===== src/rtl/div_ctrl.sv =====
// div_ctrl: sequencer between the control unit and the multi-cycle signed
// divider. It latches a divide request, pulses div_op for one cycle, screens
// for divide-by-zero, waits out the fixed divider latency and captures
// quotient/remainder into LO/HI in the single cycle they are valid. A flush
// aborts the in-flight divide and resets the divider.
//
// Handshake: start is a level request sampled only in IDLE. There is no
// ready signal. busy is the stall indication, and it is high in every
// non-IDLE cycle. A start seen while busy is dropped, not queued.
//
// Ports
//   clk, reset             rising-edge clock, async active-low reset
//   start, flush           request / pipeline flush
//   op_a, op_b             dividend / divisor (signed, passed through untouched)
//   div_by_zero            divider's zero-divisor flag (valid in CHECK)
//   quotient, remainder    divider results (valid for one cycle)
//   div_op, div_rst        divider start pulse / divider sync reset
//   div_a, div_b           latched operands to the divider
//   hi, lo                 remainder / quotient architectural registers
//   busy, done, div_zero   stall, completion pulse, zero-divide exception
//   dbg_state              current FSM state, for observation only
module div_ctrl #(
  parameter int LATENCY = 36
) (
  input  logic        clk,
  input  logic        reset,
  input  logic        start,
  input  logic        flush,
  input  logic [31:0] op_a,
  input  logic [31:0] op_b,
  input  logic        div_by_zero,
  input  logic [31:0] quotient,
  input  logic [31:0] remainder,
  output logic        div_op,
  output logic        div_rst,
  output logic [31:0] div_a,
  output logic [31:0] div_b,
  output logic [31:0] hi,
  output logic [31:0] lo,
  output logic        busy,
  output logic        done,
  output logic        div_zero,
  output logic [2:0]  dbg_state
);

  typedef enum logic [2:0] {
    IDLE  = 3'd0,
    ISSUE = 3'd1,
    CHECK = 3'd2,
    RUN   = 3'd3,
    DONE  = 3'd4,
    ABORT = 3'd5
  } state_t;

  localparam logic [5:0] LAT6 = 6'(LATENCY);

  state_t      state_q, state_d;
  logic [5:0]  cnt_q, cnt_d;
  logic [31:0] div_a_q, div_a_d;
  logic [31:0] div_b_q, div_b_d;
  logic [31:0] hi_q, hi_d;
  logic [31:0] lo_q, lo_d;
  logic        div_op_q, div_op_d;
  logic        div_rst_q, div_rst_d;
  logic        busy_q, busy_d;
  logic        done_q, done_d;
  logic        div_zero_q, div_zero_d;

  always_comb begin
    state_d    = state_q;
    cnt_d      = cnt_q;
    div_a_d    = div_a_q;
    div_b_d    = div_b_q;
    hi_d       = hi_q;
    lo_d       = lo_q;
    div_zero_d = 1'b0;

    case (state_q)
      IDLE: begin
        if (start) begin
          div_a_d = op_a;
          div_b_d = op_b;
          state_d = ISSUE;
        end
      end
      ISSUE: begin
        if (flush) begin
          state_d = ABORT;
        end else begin
          // This edge is the divider's issue edge; cnt counts edges from here.
          cnt_d   = '0;
          state_d = CHECK;
        end
      end
      CHECK: begin
        if (flush) begin
          state_d = ABORT;
        end else if (div_by_zero) begin
          // Going straight to DONE is the only way div_zero is raised.
          div_zero_d = 1'b1;
          state_d    = DONE;
        end else begin
          cnt_d   = cnt_q + 6'd1;
          state_d = RUN;
        end
      end
      RUN: begin
        if (flush) begin
          state_d = ABORT;
        end else begin
          cnt_d = cnt_q + 6'd1;
          // Results are valid only in this cycle; the divider zeroes them next.
          if (cnt_q == LAT6) begin
            lo_d    = quotient;
            hi_d    = remainder;
            state_d = DONE;
          end
        end
      end
      DONE:    state_d = IDLE;
      ABORT:   state_d = IDLE;
      default: state_d = IDLE;
    endcase

    // Outputs are registered copies decoded from the next state.
    div_op_d  = (state_d == ISSUE);
    div_rst_d = (state_d == ABORT);
    busy_d    = (state_d != IDLE);
    done_d    = (state_d == DONE);
  end

  always_ff @(posedge clk or negedge reset) begin
    if (!reset) begin
      state_q    <= IDLE;
      cnt_q      <= '0;
      div_a_q    <= '0;
      div_b_q    <= '0;
      hi_q       <= '0;
      lo_q       <= '0;
      div_op_q   <= 1'b0;
      // Held high through reset so a divide interrupted mid-flight is cleared.
      div_rst_q  <= 1'b1;
      busy_q     <= 1'b0;
      done_q     <= 1'b0;
      div_zero_q <= 1'b0;
    end else begin
      state_q    <= state_d;
      cnt_q      <= cnt_d;
      div_a_q    <= div_a_d;
      div_b_q    <= div_b_d;
      hi_q       <= hi_d;
      lo_q       <= lo_d;
      div_op_q   <= div_op_d;
      div_rst_q  <= div_rst_d;
      busy_q     <= busy_d;
      done_q     <= done_d;
      div_zero_q <= div_zero_d;
    end
  end

  assign div_op    = div_op_q;
  assign div_rst   = div_rst_q;
  assign div_a     = div_a_q;
  assign div_b     = div_b_q;
  assign hi        = hi_q;
  assign lo        = lo_q;
  assign busy      = busy_q;
  assign done      = done_q;
  assign div_zero  = div_zero_q;
  assign dbg_state = state_q;

endmodule


===== config.mk =====
export PLATFORM = sky130hd
export DESIGN_NAME = div_ctrl
export DESIGN_NICKNAME = d
export VERILOG_FILES = /design/src/rtl/div_ctrl.sv
export SDC_FILE = /design/constraint.sdc
export NUM_CORES = 1
export LEC_CHECK = 0
export CAP_MARGIN = 20
export CORE_MARGIN = 2
export CORE_UTILIZATION = 25
export CTS_CLUSTER_SIZE = 20
export DETAILED_ROUTE_END_ITERATION = 12
export PLACE_DENSITY = 0.63
export RECOVER_POWER = 50
export SKIP_LAST_GASP = 1
export SLEW_MARGIN = 20
export SYNTH_ARGS = -nofsm -noshare
export SYNTH_HDL_FRONTEND = slang
export SYNTH_SLANG_ARGS = --single-unit

===== constraint.sdc =====
create_clock -name clk -period 2.9 [get_ports clk]
set_clock_uncertainty 0.2 [all_clocks]
set_input_delay 0.29 -clock clk [delete_from_list [all_inputs] [get_ports clk]]
set_output_delay 0.29 -clock clk [all_outputs]
set_load 0.005 [all_outputs]

==> results.md, run 1 <==
* Type of the most critical hold path: input port to asynchronous set/reset pin
* Netlist Area Pre-Place at roughly 5700 sq um
* Pwr Total at between 6 and 7 mW
* Power per Cell Area at 753 nW/um^2
* Sequence of cells on the critical path: inv_1 > ha_1 > nand4b_1 > nor3b_2 > nand3_4 > buf_4 > mux2_4
* Final number of setup-violating endpoints at 0
* Run status: finished clean
* Clock latency reported for the late side of the worst-skew pair at ~0.41 ns
* Post-Syn Instances at roughly 340
* Number of buffers added to fix hold violations after cts at 1
* Post-synthesis area per instance at between 15 and 20 sq um
* Number of pins exceeding their max-slew limit in the final report at 0
* Critical Path Max Stage Delay at 0.41 ns
* Routed Antenna Nets at 0
* Arrival time worst endpoint at between 2 and 3 ns
* Element type at the critical path end: flop
* Port Buffer Count at 268
* Number of DRC markers in iteration 0 at approximately 130
* DRC violations left at 0
* Leading area contributor after synthesis: dfrtp_1
* Clock tree from TritonCTS: built
* Number of hold violations in the final report at 0
* Post-detail-place hpwl at approximately 10 mm
* Synth-to-Final Area Change at 63.6%
* Final worst-path cycle share at 85.5%
* 1st-pass router iterations at 4
* Mux contribution to synthesized area at between 20% and 30%
* Fraction of final layout cells with drive strength greater than 1 at roughly 27%
* Endpoint required time on the critical path at approximately 3 ns
* Number of unique standard cell types used by synthesis at 31
* Adder-Cell Fraction of Synth Area at less than 1%
* Dominant combinational cell family by area after synthesis: multiplexers
* PostCTS Resize Cnt at 0
* CTS max path bufs at 2
* Vias in the first global route at ~4,200
* Max stage delay cell, worst path: dfrtp_1
* Area contributors post-synth: dfrtp_1 62%, mux2_4 16%, mux2_2 14%
* Achievable clock frequency at ~400 MHz
* Commonest cells after routing, fill and taps aside: 210 x clkdlybuf4s50_1, 141 x dfrtp_1, 68 x mux2_2, 60 x mux2_4, 58 x dlygate4sd3_1
* Post-synthesis share of cell area spent on and, or, nand and nor gates at ~3.2%
* Antenna violations before repair at 0
* Fill cell instance count of the final layout at 2,022
* Biggest fanout along the worst timing path at 20
* Synth Register Bits at between 100 and 150
* Setup repair after global routing missed its margin: no
* Inserted Diodes at 0
* Worst-case headroom to the max-slew limit at 50.4%
* Critical Path Source Type: flop
* Via-per-instance ratio at roughly 4.2
* Reported max-cap violation count at 0
* Vias after detailed routing at just under 4,000
* Worst setup path class: flop to flop
* Clock input transition at the sequential cells of the worst setup and hold paths at about 0.06 ns
* Total I/O pin count at 269
* Placed cell area at slightly below 9000 sq um
* Pin count of the biggest net entering global routing at 80
* Setup repair bufs after CTS at 0
* Final design area excluding fillers at just over 9000 sq um
* Area fraction of the dominant cell type after synthesis at 62.4%
* Commonest non-fill, non-tap cell in the layout: clkdlybuf4s50_1
* Max IR drop VDD at ~0.35 mV
* Slew at the pin closest to its max-slew limit at between 0.7 and 0.8 ns
* Initial core utilization at between 20% and 30%
* Setup TNS Final at 0 ns
* Post-Route WL at approximately 14 mm
* Core utilization of the finished layout at approximately 41%
* Post-synthesis compound-gate area fraction at about 1.5%
* Post-layout net count at roughly 750
* Share of synthesized area occupied by flip-flops and latches at a little over three fifths
* Final setup margin at between 0.4 and 0.5 ns
* Clock net sink count at between 100 and 150
* Clock buffers created by TritonCTS at 17
* Global-route wire length before repair at approximately 23 mm
* Synthesized net count at 470
* Warnings from Yosys at 0
* Remaining global-route overflow at 0
* Post-Place Setup Slack at ~0.36 ns
* Xor/xnor share of the synthesized area at less than 1%
* Total die area at 23,900 sq um
* Height of the die at between 150 and 200 um
* Routed WL per cell at ~16 um
* Final critical-path required period at between 2 and 2.5 ns
* Standard-cell row count at 55
* Horizontal extent of the die at around 150 um
* H-tree depth reported by CTS at 4
* GRT Resource Usage Total at around an eighth
* LEAKAGE at 4.18 nW
* Buffer cell driving the clock tree root: clkbuf_16
* GP Congestion at between 0.7 and 0.8
* Core area at 22,400 sq um
## sequential cells by signal (all words and copies together) (netlist names)
| name | flops |
|---|---|
| busy | 1 |
| cnt_q | 6 |
| dbg_state | 3 |
| div_a | 32 |
| div_b | 32 |
| div_op | 1 |
| div_rst | 1 |
| div_zero | 1 |
| done | 1 |
| hi | 32 |
| lo | 32 |
## synthesized netlist by cell type
cell / n
buf_2: 3
or3b_2: 1
inv_1: 3
nor4b_1: 2
ha_1: 2
nor2b_1: 2
mux2_4: 60
o21ai_0: 6
nand3_1: 2
nor2_1: 8
nand4b_1: 1
dfstp_2: 1
or2_2: 1
mux2_2: 68
buf_4: 6
nand2_1: 5
or3_1: 1
o211ai_1: 1
o21bai_1: 2
and3_1: 1
xor2_1: 1
dfrtp_1: 141
nand3_4: 1
a21o_1: 1
nor3b_2: 1
buf_6: 6
a21oi_1: 3
o32ai_1: 1
nand2b_1: 2
nor3b_1: 1
nor3_1: 1
## per-stage QoR
step	hold slack [ns]	instances
after floorplan	-0.206	335
after global placement	0.174	881
after detailed placement	0.195	881
after CTS	0.257	914
after global routing	0.265	914
final	0.267	914
## worst paths after layout
| path | start | to | slack, ns | cells after the start |
|---|---|---|---|---|
| max in group asynchronous | reset | hi[23] | 1.41 | 3 |
| max reg2reg | cnt_q[0] | hi[17] | 0.42 | 7 |
| min | reset | div_a[9] | 0.27 | 2 |
| min in group clk | op_a[11] | div_a[11] | 0.28 | 2 |
| max | cnt_q[0] | hi[17] | 0.42 | 7 |
| min reg2reg | div_b[11] | div_b[11] | 0.30 | 1 |
## cell type report
| type | instances | area (sq um) | share of cell area [%] |
|---|---|---|---|
| flip-flops and latches | 142 | 3550 | 38.4 |
| repair buffers | 277 | 2790 | 30.1 |
| multi-input cells | 175 | 1970 | 21.3 |
| clock buffers | 19 | 433 | 4.68 |
| well taps | 285 | 357 | 3.85 |
| clock inverters | 13 | 140 | 1.51 |
| inverters | 3 | 11.3 | 0.122 |
## power breakdown
| part | internal (mW) | switching [mW] |
|---|---|---|
| logic | 1.39 | 0.658 |
| registers | 2.50 | 0.292 |
| clock network | 1.27 | 0.857 |
## worst max-delay path, delay by kind of cell (launching register included)
kind	cells	cell delay (ns)
simple gates	3	0.78
mux	1	0.34
flops	1	0.41
fa+ha+maj	1	0.14
buf+inv	2	0.47
## logic make-up (layout without fill, tap and decap cells)
kind of cell	count (synthesis)	after routing
AOI/OAI and AO/OA	14	14
xor gates and xnor gates	1	1
adders and majority gates	2	2
buffers and inverters	18	312
DFF	142	142
muxes	128	128
and+or+nand+nor	30	30
## routing by layer
layer	vias up	track usage [%]	wire, um
li1	1749	-	-
met1	1885	14.1	5850
met2	196	20.3	6900
met3	17	4.15	1240
met4	0	5.42	266
met5	-	0	0
(Power assumes the default switching activity.)
==> inputs of run 2 (changes only) <==
--- a/config.mk
+++ b/config.mk
@@ -7,10 +7,10 @@
 export LEC_CHECK = 0
 export CAP_MARGIN = 20
 export CORE_MARGIN = 2
-export CORE_UTILIZATION = 25
+export CORE_UTILIZATION = 28
 export CTS_CLUSTER_SIZE = 20
 export DETAILED_ROUTE_END_ITERATION = 12
-export PLACE_DENSITY = 0.63
+export PLACE_DENSITY = 0.68
 export RECOVER_POWER = 50
 export SKIP_LAST_GASP = 1
 export SLEW_MARGIN = 20
==> run 2 against run 1 <==
Register-to-register slack about the same; wire length increased by 1.6%; setup slack got worse by 0.0018 ns; first-iteration DRC count decreased by 16%; power increased by 3.5%; fmax about the same; clock-buffer cell count decreased by 1; non-clock buffer count decreased by 3.
==> results.md, run 2 (synthesized netlist as in run 1, its figures left out) <==
* Run status: finished clean
* Worst hold margin at ~0.28 ns
* 1st-pass router iterations at 4
* Max IR drop VDD at 0.378 mV
* Critical Path Source Type: flop
* Type of the most critical hold path: input port to flop
* Worst setup slack for register-to-register paths at 0.42 ns
* Pwr Total at around 7.2 mW
* Fraction of final layout cells with drive strength greater than 1 at a little over a quarter
* Clock latency reported for the late side of the worst-skew pair at just over 0.4 ns
* Critical Path Start: cnt_q[0]
* Final worst-path cycle share at approximately 86%
* Arrival time worst endpoint at about 2.6 ns
* Synth-to-Final Area Change at 63.6%
* Routed WL per cell at 16.2 um
* GRT Resource Usage Total at roughly 14%
* Biggest fanout along the worst timing path at 51
* Horizontal extent of the die at between 100 and 150 um
* Placed cell area at between 8000 and 9000 sq um
* Core utilization of the finished layout at between 40% and 50%
* Inserted Diodes at 0
* Post-detail-place hpwl at around 11 mm
* Worst-case headroom to the max-slew limit at 9.47%
* Number of DRC markers in iteration 0 at about 110
* Total die area at ~21,000 sq um
* Logic depth of the worst register-to-register path at 7
* Worst path bufs/invs at 2
* Met1 capacity usage during global routing at around 16%
* Met3 layer usage reported by global route at between 4 and 5%
* Element type at the critical path end: flop
* Net switching power of the design at ~1.8 mW
* Max stage delay cell, worst path: dfrtp_1
* Commonest cells after routing, fill and taps aside: 207 x clkdlybuf4s50_1, 141 x dfrtp_1, 68 x mux2_2, 61 x dlygate4sd3_1, 60 x mux2_4
* Reg-to-reg endpoint: hi[20]
* Worst setup path class: flop to flop
* Post-Route WL at ~14 mm
* Initial core utilization at approximately 29%
* Antenna violations before repair at 0
* LEAKAGE at approximately 4.2 nW
* Port Buffer Count at roughly 270
* Slew at the pin closest to its max-slew limit at about 1.4 ns
* Buffer cell driving the clock tree root: clkbuf_16
* H-tree depth reported by CTS at 4
* PostCTS Resize Cnt at 0
* Post-layout net count at between 700 and 800
* Setup TNS Final at 0 ns
* DRC violations left at 0
* Pin count of the biggest net entering global routing at between 60 and 70
* Remaining global-route overflow at 0
* Number of pins exceeding their max-slew limit in the final report at 0
* Clock buffers created by TritonCTS at 17
* Portion of total power attributed to sequential cells at about two fifths
* Setup repair after global routing missed its margin: no
* Clock tree from TritonCTS: built
* Switching power share of the total at between 20% and 30%
* Part of the total power dissipated in combinational logic at between 20% and 30%
* Global-route wire length before repair at 23.6 mm
* Number of hold violations in the final report at 0
* Final design area excluding fillers at around 9300 sq um
* Commonest non-fill, non-tap cell in the layout: clkdlybuf4s50_1
* Worst setup path endpoint: hi[20]
* Internal power contribution at roughly 5.4 mW
* Critical Path Max Stage Delay at 0.42 ns
* Count of cell instances traversed by the critical path at 7
* Endpoint required time on the critical path at about 3 ns
* GP Congestion at between 0.7 and 0.8
* Worst r2r src: cnt_q[0]
* Crit path max-delay family: simple AND/OR/NAND/NOR gates
* Achievable clock frequency at 403 MHz
* CTS max path bufs at 2
* Sequence of cells on the critical path: inv_1 > ha_1 > nand4b_1 > nor3b_2 > nand3_4 > buf_4 > mux2_4
* GR Util met2 at 23.9%
* Core area at 19,700 sq um
* Busiest grt layer: met2
* Routed Antenna Nets at 0
* Clock input transition at the sequential cells of the worst setup and hold paths at 0.06 ns
* Vias after detailed routing at roughly 3,800
* Standard-cell row count at a little over 50
* Final number of setup-violating endpoints at 0
* Vias in the first global route at approximately 4,300
* Via-per-instance ratio at 4.30
* Clock net sink count at about 140
* Reported max-cap violation count at 0
* Part of the power in the clock network at between 30% and 40%
* Total I/O pin count at 269
* Final critical-path required period at 2.48 ns
* Power per Cell Area at about 780 nW/um^2
* Height of the die at 146 um
-- run 2: cell count changes in the layout (fill, tap and decap cells not counted), sizes merged --
| cell | previous run | this run |
|---|---|---|
| clkdlybuf4s50 | 210 | 207 |
| buf | 8 | 4 |
| clkinv | 4 | 2 |
| clkinvlp | 4 | 3 |
| dlygate4sd3 | 58 | 61 |
| bufinv | 2 | 4 |
| inv | 6 | 8 |
-- run 2: timing repair --
| item | in CTS | in global routing |
|---|---|---|
| endpoints found under the hold margin | 51 | 0 |
| hold buffers | 1 | 0 |
| setup buffers | 0 | 0 |
-- run 2: through the flow --
stage / setup slack (ns) / instances
floorplan: 0.884 / 335
detailed placement: 0.345 / 858
global placement: 0.406 / 858
finish: 0.418 / 891
CTS: 0.423 / 891
global route: 0.163 / 891
-- run 2: worst min-delay path by stage --
stage / start / to / slack [ns] / cells past startpoint
floorplan: reset / busy / -0.21 / 0
global placement: reset / div_b[18] / 0.07 / 1
detailed placement: reset / div_b[18] / 0.08 / 1
CTS: reset / div_b[18] / 0.19 / 2
global route: remainder[11] / hi[11] / 0.26 / 2
finish: op_a[16] / div_a[16] / 0.28 / 2
-- run 2: layer usage --
layer | up-vias | wire length, um | part of all wire, %
met3 | 22 | 1070 | 7.4
li1 | 1747 | - | -
met2 | 179 | 7250 | 50
met4 | 0 | 361 | 2.5
met5 | - | 0 | 0
met1 | 1879 | 5790 | 40
-- run 2: area by class of cell --
cell class	count	area, sq um
Fill cell	1726	10400
Sequential cell	142	3550
Timing Repair Buffer	274	2750
Multi-Input combinational cell	175	1970
Clock buffer	18	439
Tap cell	265	332
Clock inverter	14	204
Inverter	3	11.3
-- run 2: power by group through the flow --
stage	clock (mW)	combinational [mW]	sequential, mW
3_5_place_dp	0	2.20	2.84
4_1_cts	2.45	2.21	2.81
6_report	2.37	2.05	2.79
5_1_grt	2.54	2.21	2.87
3_3_place_gp	0	2.15	2.81
2_1_floorplan	0	0.808	2.82
==> inputs of run 3 (changes only) <==
==> constraint.sdc (replaced) <==
create_clock -name clk -period 2.9 [get_ports clk]
set_clock_uncertainty 0.2 [all_clocks]
set_input_delay 0.29 -clock clk [delete_from_list [all_inputs] [get_ports clk]]
set_output_delay 0.29 -clock clk [all_outputs]
set_load 0.01 [all_outputs]
==> results of run 3 <==
Same layout as run 2 (identical final DEF). Status: finished clean.
Main changes from that run: total power 7.21 mW -> 7.41 mW; worst IR drop on VDD 0.378 mV -> 0.379 mV
